==> config.mk <==
export PLATFORM = sky130hd
export DESIGN_NAME = gainv_ramp_ctrl_flat
export DESIGN_NICKNAME = d
export VERILOG_FILES = /design/src/rtl/gainv_ramp_ctrl_if.sv /design/src/rtl/gainv_ramp_ctrl.sv /design/src/flat_wrapper.sv
export SDC_FILE = /design/constraint.sdc
export NUM_CORES = 1
export LEC_CHECK = 0
export CORE_UTILIZATION = 45
export DETAILED_ROUTE_END_ITERATION = 6
export GPL_ROUTABILITY_DRIVEN = 0
export MAX_ROUTING_LAYER = met4
export PLACE_DENSITY = 0.67
export SLEW_MARGIN = 40
export SYNTH_ARGS = -nofsm -noshare
export SYNTH_HDL_FRONTEND = slang
export SYNTH_SLANG_ARGS = --single-unit
==> constraint.sdc <==
create_clock -name Clock -period 11.5 [get_ports Clock]
set_clock_uncertainty 0.1 [all_clocks]
set_input_delay 3.45 -clock Clock [delete_from_list [all_inputs] [get_ports Clock]]
set_output_delay 3.45 -clock Clock [all_outputs]
set_load 0.01 [all_outputs]
==> src/rtl/gainv_ramp_ctrl_if.sv <==
// Control-side bundle of the GAINV gain ramp controller: ramp request and
// parameters in, handshake/status and path drive signals out.
interface gainv_ramp_ctrl_if #(
    parameter int WIDTH = 12,
    parameter int DIV_W = 8
);
    logic             Req;
    logic [WIDTH-1:0] Target;
    logic [WIDTH-1:0] Step;
    logic [DIV_W-1:0] Interval;
    logic             Abort;
    logic             Ack;
    logic             Busy;
    logic             Done;
    logic [WIDTH-1:0] GainD;
    logic             GainEN;
    logic [WIDTH-1:0] Current;

    modport master (
        output Req, Target, Step, Interval, Abort,
        input  Ack, Busy, Done, GainD, GainEN, Current
    );

    modport slave (
        input  Req, Target, Step, Interval, Abort,
        output Ack, Busy, Done, GainD, GainEN, Current
    );
endinterface

==> src/rtl/gainv_ramp_ctrl.sv <==
// Ramps the GAINV voltage-path gain code toward a requested target in bounded
// steps, pulsing the path load enable once each code has crossed PIPE_LAT stages.
module gainv_ramp_ctrl #(
    parameter int WIDTH    = 12,
    parameter int PIPE_LAT = 2,
    parameter int DIV_W    = 8
) (
    input  logic               Clock,
    input  logic               nReset,
    gainv_ramp_ctrl_if.slave   bus
);

    localparam int PL_W  = (PIPE_LAT > 1) ? $clog2(PIPE_LAT) : 1;
    localparam int CNT_W = (DIV_W > PL_W) ? DIV_W : PL_W;

    typedef enum logic [2:0] {
        S_IDLE,
        S_STEP,
        S_SETTLE,
        S_LOAD,
        S_WAIT,
        S_DONE
    } state_t;

    state_t           state;
    logic [CNT_W-1:0] cnt;
    logic [WIDTH-1:0] target_q;
    logic [WIDTH-1:0] step_q;
    logic [DIV_W-1:0] interval_q;

    logic             ack;
    logic             done;
    logic             gain_en;
    logic [WIDTH-1:0] gain_d;
    logic [WIDTH-1:0] current;

    // One bounded step from cur toward tgt, computed one bit wider so that
    // neither the sum nor the difference can wrap; the result never passes tgt.
    function automatic logic [WIDTH-1:0] sat_step(
        input logic [WIDTH-1:0] cur,
        input logic [WIDTH-1:0] tgt,
        input logic [WIDTH-1:0] stp
    );
        logic [WIDTH:0] wide;
        if (tgt > cur) begin
            wide = {1'b0, cur} + {1'b0, stp};
            sat_step = (wide >= {1'b0, tgt}) ? tgt : wide[WIDTH-1:0];
        end else begin
            wide = {1'b0, cur} - {1'b0, stp};
            sat_step = (wide[WIDTH] || (wide <= {1'b0, tgt})) ? tgt : wide[WIDTH-1:0];
        end
    endfunction

    always_ff @(posedge Clock) begin
        if (!nReset) begin
            state      <= S_IDLE;
            cnt        <= '0;
            target_q   <= '0;
            step_q     <= '0;
            interval_q <= '0;
            ack        <= 1'b0;
            done       <= 1'b0;
            gain_en    <= 1'b0;
            gain_d     <= '0;
            current    <= '0;
        end else begin
            ack     <= 1'b0;
            done    <= 1'b0;
            gain_en <= 1'b0;
            case (state)
                S_IDLE: begin
                    if (bus.Req) begin
                        ack        <= 1'b1;
                        target_q   <= bus.Target;
                        step_q     <= (bus.Step == '0) ? WIDTH'(1) : bus.Step;
                        interval_q <= bus.Interval;
                        state      <= (bus.Target == current) ? S_DONE : S_STEP;
                    end
                end
                S_STEP: begin
                    if (bus.Abort) begin
                        state <= S_IDLE;
                    end else begin
                        gain_d <= sat_step(current, target_q, step_q);
                        cnt    <= CNT_W'(PIPE_LAT - 1);
                        state  <= S_SETTLE;
                    end
                end
                // GainD is frozen here so it reaches the load register before EN.
                S_SETTLE: begin
                    if (bus.Abort) begin
                        state <= S_IDLE;
                    end else if (cnt == '0) begin
                        gain_en <= 1'b1;
                        current <= gain_d;
                        state   <= S_LOAD;
                    end else begin
                        cnt <= cnt - CNT_W'(1);
                    end
                end
                // The commit already happened on entry, so an abort here keeps it.
                S_LOAD: begin
                    if (bus.Abort) begin
                        state <= S_IDLE;
                    end else if (current == target_q) begin
                        state <= S_DONE;
                    end else if (interval_q == '0) begin
                        state <= S_STEP;
                    end else begin
                        cnt   <= CNT_W'(interval_q) - CNT_W'(1);
                        state <= S_WAIT;
                    end
                end
                S_WAIT: begin
                    if (bus.Abort) begin
                        state <= S_IDLE;
                    end else if (cnt == '0) begin
                        state <= S_STEP;
                    end else begin
                        cnt <= cnt - CNT_W'(1);
                    end
                end
                S_DONE: begin
                    done  <= 1'b1;
                    state <= S_IDLE;
                end
                default: begin
                    state <= S_IDLE;
                end
            endcase
        end
    end

    assign bus.Ack     = ack;
    assign bus.Busy    = (state != S_IDLE);
    assign bus.Done    = done;
    assign bus.GainD   = gain_d;
    assign bus.GainEN  = gain_en;
    assign bus.Current = current;

endmodule
==> src/flat_wrapper.sv <==
// flat-port wrapper written by rule: the top's interface ports become plain ports
module gainv_ramp_ctrl_flat 
#(
    parameter int WIDTH    = 12,
    parameter int PIPE_LAT = 2,
    parameter int DIV_W    = 8
)
  (Clock, nReset, bus_Req, bus_Target, bus_Step, bus_Interval, bus_Abort, bus_Ack, bus_Busy, bus_Done, bus_GainD, bus_GainEN, bus_Current);
  gainv_ramp_ctrl_if #(.WIDTH(WIDTH), .DIV_W(DIV_W)) bus_i ();
  input  logic Clock;
  input  logic nReset;
  input wire logic [$bits(bus_i.Req)-1:0] bus_Req;
  input wire logic [$bits(bus_i.Target)-1:0] bus_Target;
  input wire logic [$bits(bus_i.Step)-1:0] bus_Step;
  input wire logic [$bits(bus_i.Interval)-1:0] bus_Interval;
  input wire logic [$bits(bus_i.Abort)-1:0] bus_Abort;
  output wire logic [$bits(bus_i.Ack)-1:0] bus_Ack;
  output wire logic [$bits(bus_i.Busy)-1:0] bus_Busy;
  output wire logic [$bits(bus_i.Done)-1:0] bus_Done;
  output wire logic [$bits(bus_i.GainD)-1:0] bus_GainD;
  output wire logic [$bits(bus_i.GainEN)-1:0] bus_GainEN;
  output wire logic [$bits(bus_i.Current)-1:0] bus_Current;
  assign bus_i.Req = bus_Req;
  assign bus_i.Target = bus_Target;
  assign bus_i.Step = bus_Step;
  assign bus_i.Interval = bus_Interval;
  assign bus_i.Abort = bus_Abort;
  assign bus_Ack = bus_i.Ack;
  assign bus_Busy = bus_i.Busy;
  assign bus_Done = bus_i.Done;
  assign bus_GainD = bus_i.GainD;
  assign bus_GainEN = bus_i.GainEN;
  assign bus_Current = bus_i.Current;
  gainv_ramp_ctrl #(.WIDTH(WIDTH), .PIPE_LAT(PIPE_LAT), .DIV_W(DIV_W)) u_core (.Clock(Clock), .nReset(nReset), .bus(bus_i));
endmodule
==> results of run 1 <==
Yosys cell counts, drive strengths merged (3+ instances only):
| cell | count | share of area |
|---|---|---|
| nor3 | 17 | 0.016 |
| a211oi | 6 | 0.012 |
| a21oi | 61 | 0.059 |
| nor2 | 69 | 0.050 |
| nand3 | 5 | 0.0047 |
| nor2b | 12 | 0.015 |
| nor4 | 8 | 0.012 |
| o22ai | 5 | 0.0059 |
| a2111oi | 5 | 0.0083 |
| buf | 11 | 0.014 |
| a22oi | 7 | 0.010 |
| a31oi | 9 | 0.011 |
| o21ai | 39 | 0.037 |
| inv | 50 | 0.036 |
| and3 | 3 | 0.0036 |
| nand2 | 104 | 0.075 |
| mux2i | 13 | 0.025 |
| nor3b | 3 | 0.0043 |
| xnor2 | 28 | 0.050 |
| nand2b | 5 | 0.0059 |
| dfxtp | 70 | 0.27 |
| a21o | 7 | 0.010 |
| nand4 | 12 | 0.014 |
| o31ai | 10 | 0.015 |
| xor2 | 9 | 0.015 |
| o21bai | 5 | 0.0071 |
| clkbuf | 20 | 0.014 |
| ha | 61 | 0.14 |
| or3 | 7 | 0.0083 |
per-layer routing:
metal  track usage  routed length (µm)  vias to the layer above  share of wire
li1              -                   -                     2503              -
met4         0.110                 463                        0          0.031
met2         0.423                7020                      165           0.47
met3        0.0394                 715                       33          0.048
met1         0.327                6700                     2387           0.45
met5             -                   0                        -              0
power by group:
group	total (W)	leakage [nW]	switching, W	internal, W
Combinational	0.000272	1.84	0.000157	0.000114
Sequential	0.000277	0.571	0.0000193	0.000258
Clock	0.000322	0.172	0.000105	0.000217
layout make-up:
class,count,share of cell area
multi-input cells,539,0.559
clock buffers,10,0.0378
inverters,50,0.0297
flip-flops and latches,70,0.222
repair buffers,68,0.106
well taps,143,0.0283
clock inverters,6,0.0172
state kept, by name, indices dropped and copies added (netlist names):
register and count:
u_core.interval_q 8, u_core.target_q 12, u_core.bus.Current 12, u_core.bus.Done 1, u_core.bus.GainEN 1, u_core.bus.Ack 1, u_core.cnt 8, u_core.state 3
u_core.bus.GainD 12, u_core.step_q 12
path summary, 6_finish.rpt:
check                           slack [ns]                               start                               end  cells after the start
worst max-delay path                  5.99        u_core.state[1]$_SDFFE_PN0P_                          bus_Busy                      3
worst min-delay path                  0.37       u_core.step_q[4]$_SDFFE_PN0P_     u_core.step_q[4]$_SDFFE_PN0P_                      2
worst max register to register        6.68  u_core.bus.Current[1]$_SDFFE_PN0P_  u_core.bus.GainD[0]$_SDFFE_PN0P_                     18
worst min register to register        0.37       u_core.step_q[4]$_SDFFE_PN0P_     u_core.step_q[4]$_SDFFE_PN0P_                      2
worst register-to-register path: stages, from the launching register on:
cell       delay [ns]
dfxtp_1          0.65
ha_1             0.34
nor2b_1          0.17
o21ai_0          0.20
a311oi_1         0.42
o311a_1          0.24
nor2_1           0.05
nor2_1           0.14
nor2_1           0.07
xnor2_1          0.13
ha_1             0.30
and4_1           0.21
a2111oi_0        0.38
o21ai_1          0.21
nor4_2           0.28
buf_4            0.24
a21oi_2          0.11
mux2_1           0.36
o22ai_1          0.14
metrics by stage:
step	hold WS [ns]	total power, W	worst slack (ns)	utilization	instance area [µm²]
after floorplan	0.349	0.000468	6.81	-	5270
after global placement	0.365	0.000543	5.92	0.522	5960
after detailed placement	0.366	0.000548	5.95	0.523	5970
after CTS	0.373	0.000872	6.00	0.554	6320
after global routing	0.404	0.000920	5.87	0.554	6320
final	0.374	0.000871	5.99	0.554	6320
kinds of logic after synthesis:
kind of cell / after synthesis
multiplexers: 14
buffers and inverters: 81
XOR/XNOR: 37
AO/OA/AOI/OAI: 172
adder cells (fa/ha/maj): 63
flip-flops: 70
AND/OR/NAND/NOR: 253
==> out/metrics.yaml, run 1 <==
final_cell_mix: "nand2_1 (102), dfxtp_1 (70), nor2_1 (68)"
numPortBuffers: 63
violations: "design-rule violations"
syn_area_um2: 5270
grt_pass1_vias: 4705
slew_headroom: 0.478
cpPeakStageDelay_ns: 0.51
ys_seq_area_frac: 0.266
ant_nets: 0
synth_edf_count: 0
fmax_mhz: 182
drtIter0Drc: 334
syn2layout_area_growth_pct: 20.0
status: "complete, but fails checks"
slew_viol_final: 0
dp_hpwl_mm: 11.6
setup_viol_count_final: 0
synthAdderAreaFrac: 0.152
syn_inst: 690
path_buf_inv: 2
regArea_um2: 1400
syn_area_per_cell_um2: 7.64
critPathKind: "flip-flop to primary output"
synth-simple-area-share: 0.220
worst_slew_pin_slew_ns: 0.764
cts_resized: 0
rows: 39
die_y_um: 110
path_cells: "nor3_1, inv_1, clkdlybuf4s50_1"
place_inst: 870
async_reset_ff_frac: 0
ys.flop_type: "dfxtp_1"
fillCellCount: 1102
cp_max_fo: 14
clock_latency_ns: 0.33
grt_max_degree: 50
antenna_found_initial: 0
required_ns: 7.95
synth-compound-area-share: 0.206
path_clk_slew_ns: 0.06
instances_no_fill: 886
drive_gt1_frac: 0.0498
ys_types: 62
clock_path_buffers: 2
die_x_um: 110
worstHoldPathType: "flip-flop to flip-flop"
ir_drop_v: 0.000114
cts-root-buf: "clkbuf_16"
multiInputGateArea_um2: 3530
mostFrequentLayoutCell: "nand2_1"
ys_ff_latch: 70
ctsHoldBuffers: 0
drc: 2
rsz0062_at_grt: "false"
critPathTopFamily: "buffers and inverters"
power.density_nw_per_um2: 138
setup-tns-final_ns: 0
fp.dieArea_um2: 12100
nets: 837
cts_tree: "yes"
ys.warnings.count: 0
fin_crit_ns: 5.51
diodes: 0
cts_buffers: 9
finalCritPeriodShare: 0.479
drtPass1Iterations: 7
core-area_um2: 11400
wl_mm: 14.9
num_vias: 5088
power_leakage_nw: 2.58
avgRoutedWirePerCell_um: 16.8
via_per_inst: 5.74
synth_nets: 789
pin_count: 64
synth_top_family_by_area: "simple AND/OR/NAND/NOR gates"
hold_viol: 0
critPathSlowestCell: "nor3_1"
synth.area.mux_share: 0.0268
end_kind: "primary output"
htreeDepth: 3
drv_cap: 0
worst_ep_arrival_time_ns: 1.96
yosys.area_share.xor_xnor: 0.0651
track_usage: 0.262
start_util: 0.461
cts_sinks: 70
cts_setup_buffers: 0
cp-start-kind: "flip-flop"
grt-ovfl-total: 0
grt_pass1_wl_mm: 23.6
Note: power is estimated with default switching activity, not from simulation.
==> run 2: changes to the inputs <==
- clock period: 11.5 -> 5.45 ns (I/O delays scaled with it)
==> run 2 against run 1 <==
Sequential power rose by 110%. Combinational power is 120% higher. Global-route usage up 1.5 points. The flow now finishes without violations. Hold slack improved by 0.0047 ns. Register-to-register slack got worse by 5.9 ns.
==> out/metrics.yaml, run 2 (same netlist as run 1, synthesis figures left out) <==
status: "finished clean"
r2r-end: "u_core.bus.GainD[0]$_SDFFE_PN0P_"
grt-ovfl-total: 0
drtIter0Drc: 410
die_y_um: 110
drc: 0
ant_nets: 0
cts_resized: 0
grt_pass1_vias: 4802
worstHoldPathType: "flip-flop to flip-flop"
cpPeakStageDelay_ns: 0.45
die_x_um: 110
syn2layout_area_growth_pct: 19.0
cts_setup_buffers: 0
holdPathEnd: "u_core.step_q[2]$_SDFFE_PN0P_"
rr_worst_depth: 18
nets: 837
via_per_inst: 5.81
required_ns: 5.62
avgRoutedWirePerCell_um: 17.5
antenna_found_initial: 0
dp_hpwl_mm: 11.9
track_usage: 0.277
cts_buffers: 9
core-area_um2: 11400
drive_gt1_frac: 0.0499
worst_ep_arrival_time_ns: 4.87
rsz0062_at_grt: "false"
grt_max_degree: 34
power.density_nw_per_um2: 281
hold_viol: 0
cts_tree: "yes"
htreeDepth: 3
setup_viol_count_final: 0
numPortBuffers: 63
r2r_start: "u_core.bus.Current[2]$_SDFFE_PN0P_"
mostFrequentLayoutCell: "nand2_1"
finalCritPeriodShare: 0.863
drtPass1Iterations: 5
min_path_cells: 2
diodes: 0
fillCellCount: 1100
drv_cap: 0
cts-root-buf: "clkbuf_16"
ctsHoldBuffers: 0
setup-tns-final_ns: 0
place_inst: 870
cp_max_fo: 11
worst_path_most_repeated_cell: "nor2_1"
path_clk_slew_ns: 0.05
fp.dieArea_um2: 12100
clock_latency_ns: 0.35
fmax_mhz: 213
start_util: 0.461
critPathSlowestCell: "dfxtp_1"
wl_mm: 15.5
end_kind: "flip-flop"
fin_util: 0.549
clock_path_buffers: 2
cts_sinks: 70
rows: 39
path_cells: "ha_1, nor3_1, o21ai_0, a311oi_1, o311a_1, nor2_1, nor2_1, nor2_1, xnor2_1, ha_1, and4_1, a2111oi_0, o21ai_1, nor4_2, buf_4, a21oi_2, mux2_1, o22ai_1"
critPathKind: "flip-flop to flip-flop"
final_cell_mix: "nand2_1 (102), dfxtp_1 (70), nor2_1 (68)"
fin_crit_ns: 4.70
power_leakage_nw: 2.55
grt_pass1_wl_mm: 24.7
cp-start-kind: "flip-flop"
worst_slew_pin_slew_ns: 0.805
min_from: "u_core.step_q[2]$_SDFFE_PN0P_"
reg2reg_slack_ns: 0.75
num_vias: 5139
pin_count: 64
slew_viol_final: 0
ir_drop_v: 0.000152
slew_headroom: 0.449
instances_no_fill: 885
run 2: changes by cell type in the layout (fill, tap and decap cells not counted):
cell	delta
inv_1	-1
bufinv_16	-2
inv_2	+1
buf_6	-1
clkinvlp_4	+2
buf_4	+1
inv_6	+1
clkinv_2	-1
clkinv_4	-1
run 2: worst max path at each step:
stage	from	endpoint	cells after the start
final	u_core.bus.Current[2]$_SDFFE_PN0P_	u_core.bus.GainD[0]$_SDFFE_PN0P_	18
after global routing	u_core.bus.Current[2]$_SDFFE_PN0P_	u_core.bus.GainD[0]$_SDFFE_PN0P_	18
after CTS	u_core.bus.Current[2]$_SDFFE_PN0P_	u_core.bus.GainD[0]$_SDFFE_PN0P_	18
after detailed placement	u_core.bus.Current[2]$_SDFFE_PN0P_	u_core.bus.GainD[0]$_SDFFE_PN0P_	18
after global placement	u_core.bus.Current[0]$_SDFFE_PN0P_	u_core.bus.GainD[0]$_SDFFE_PN0P_	16
after floorplan	u_core.bus.Current[4]$_SDFFE_PN0P_	u_core.bus.GainD[11]$_SDFFE_PN0P_	19
run 2: layout make-up:
class,instances,area (µm²),area share
clock inverter,5,58.8,0.00938
multi-input combinational,539,3530,0.564
sequential,70,1400,0.224
timing repair buffer,68,668,0.107
tap,143,179,0.0285
clock buffer,10,239,0.0381
inverter,50,188,0.0299
run 2: worst max-delay path, delay by kind of cell, from the launching register on:
family                   cells  cell delay, ns
AO/OA/AOI/OAI                7            1.72
XOR/XNOR                     1            0.13
multiplexers                 1            0.35
adder cells (fa/ha/maj)      2            0.68
AND/OR/NAND/NOR              6            0.98
flip-flops                   1            0.45
buffers and inverters        1            0.23
run 2: power by group:
group | switching, W | internal (W) | total, W
clock network | 0.000228 | 0.000365 | 0.000593
logic | 0.000344 | 0.000242 | 0.000585
registers | 0.0000407 | 0.000544 | 0.000585
total | 0.000613 | 0.00115 | 0.00176
run 2: stage by stage:
| stage | hold WS, ns | total power [W] | worst slack, ns | cell area [µm²] |
|---|---|---|---|---|
| after floorplan | 0.349 | 0.000988 | 1.45 | 5270 |
| after global placement | 0.365 | 0.00115 | 1.11 | 5970 |
| after detailed placement | 0.371 | 0.00116 | 0.874 | 5970 |
| after CTS | 0.381 | 0.00176 | 0.844 | 6270 |
| after global routing | 0.406 | 0.00186 | 0.380 | 6270 |
| final | 0.379 | 0.00176 | 0.745 | 6270 |
run 2: metal layers:
metal	up-vias	global-route usage	wire length, µm	part of all wire
li1	2503	-	-	-
met1	2411	0.350	7010	0.45
met2	195	0.442	7120	0.46
met3	30	0.0423	854	0.055
met4	0	0.116	510	0.033
met5	-	-	0	0
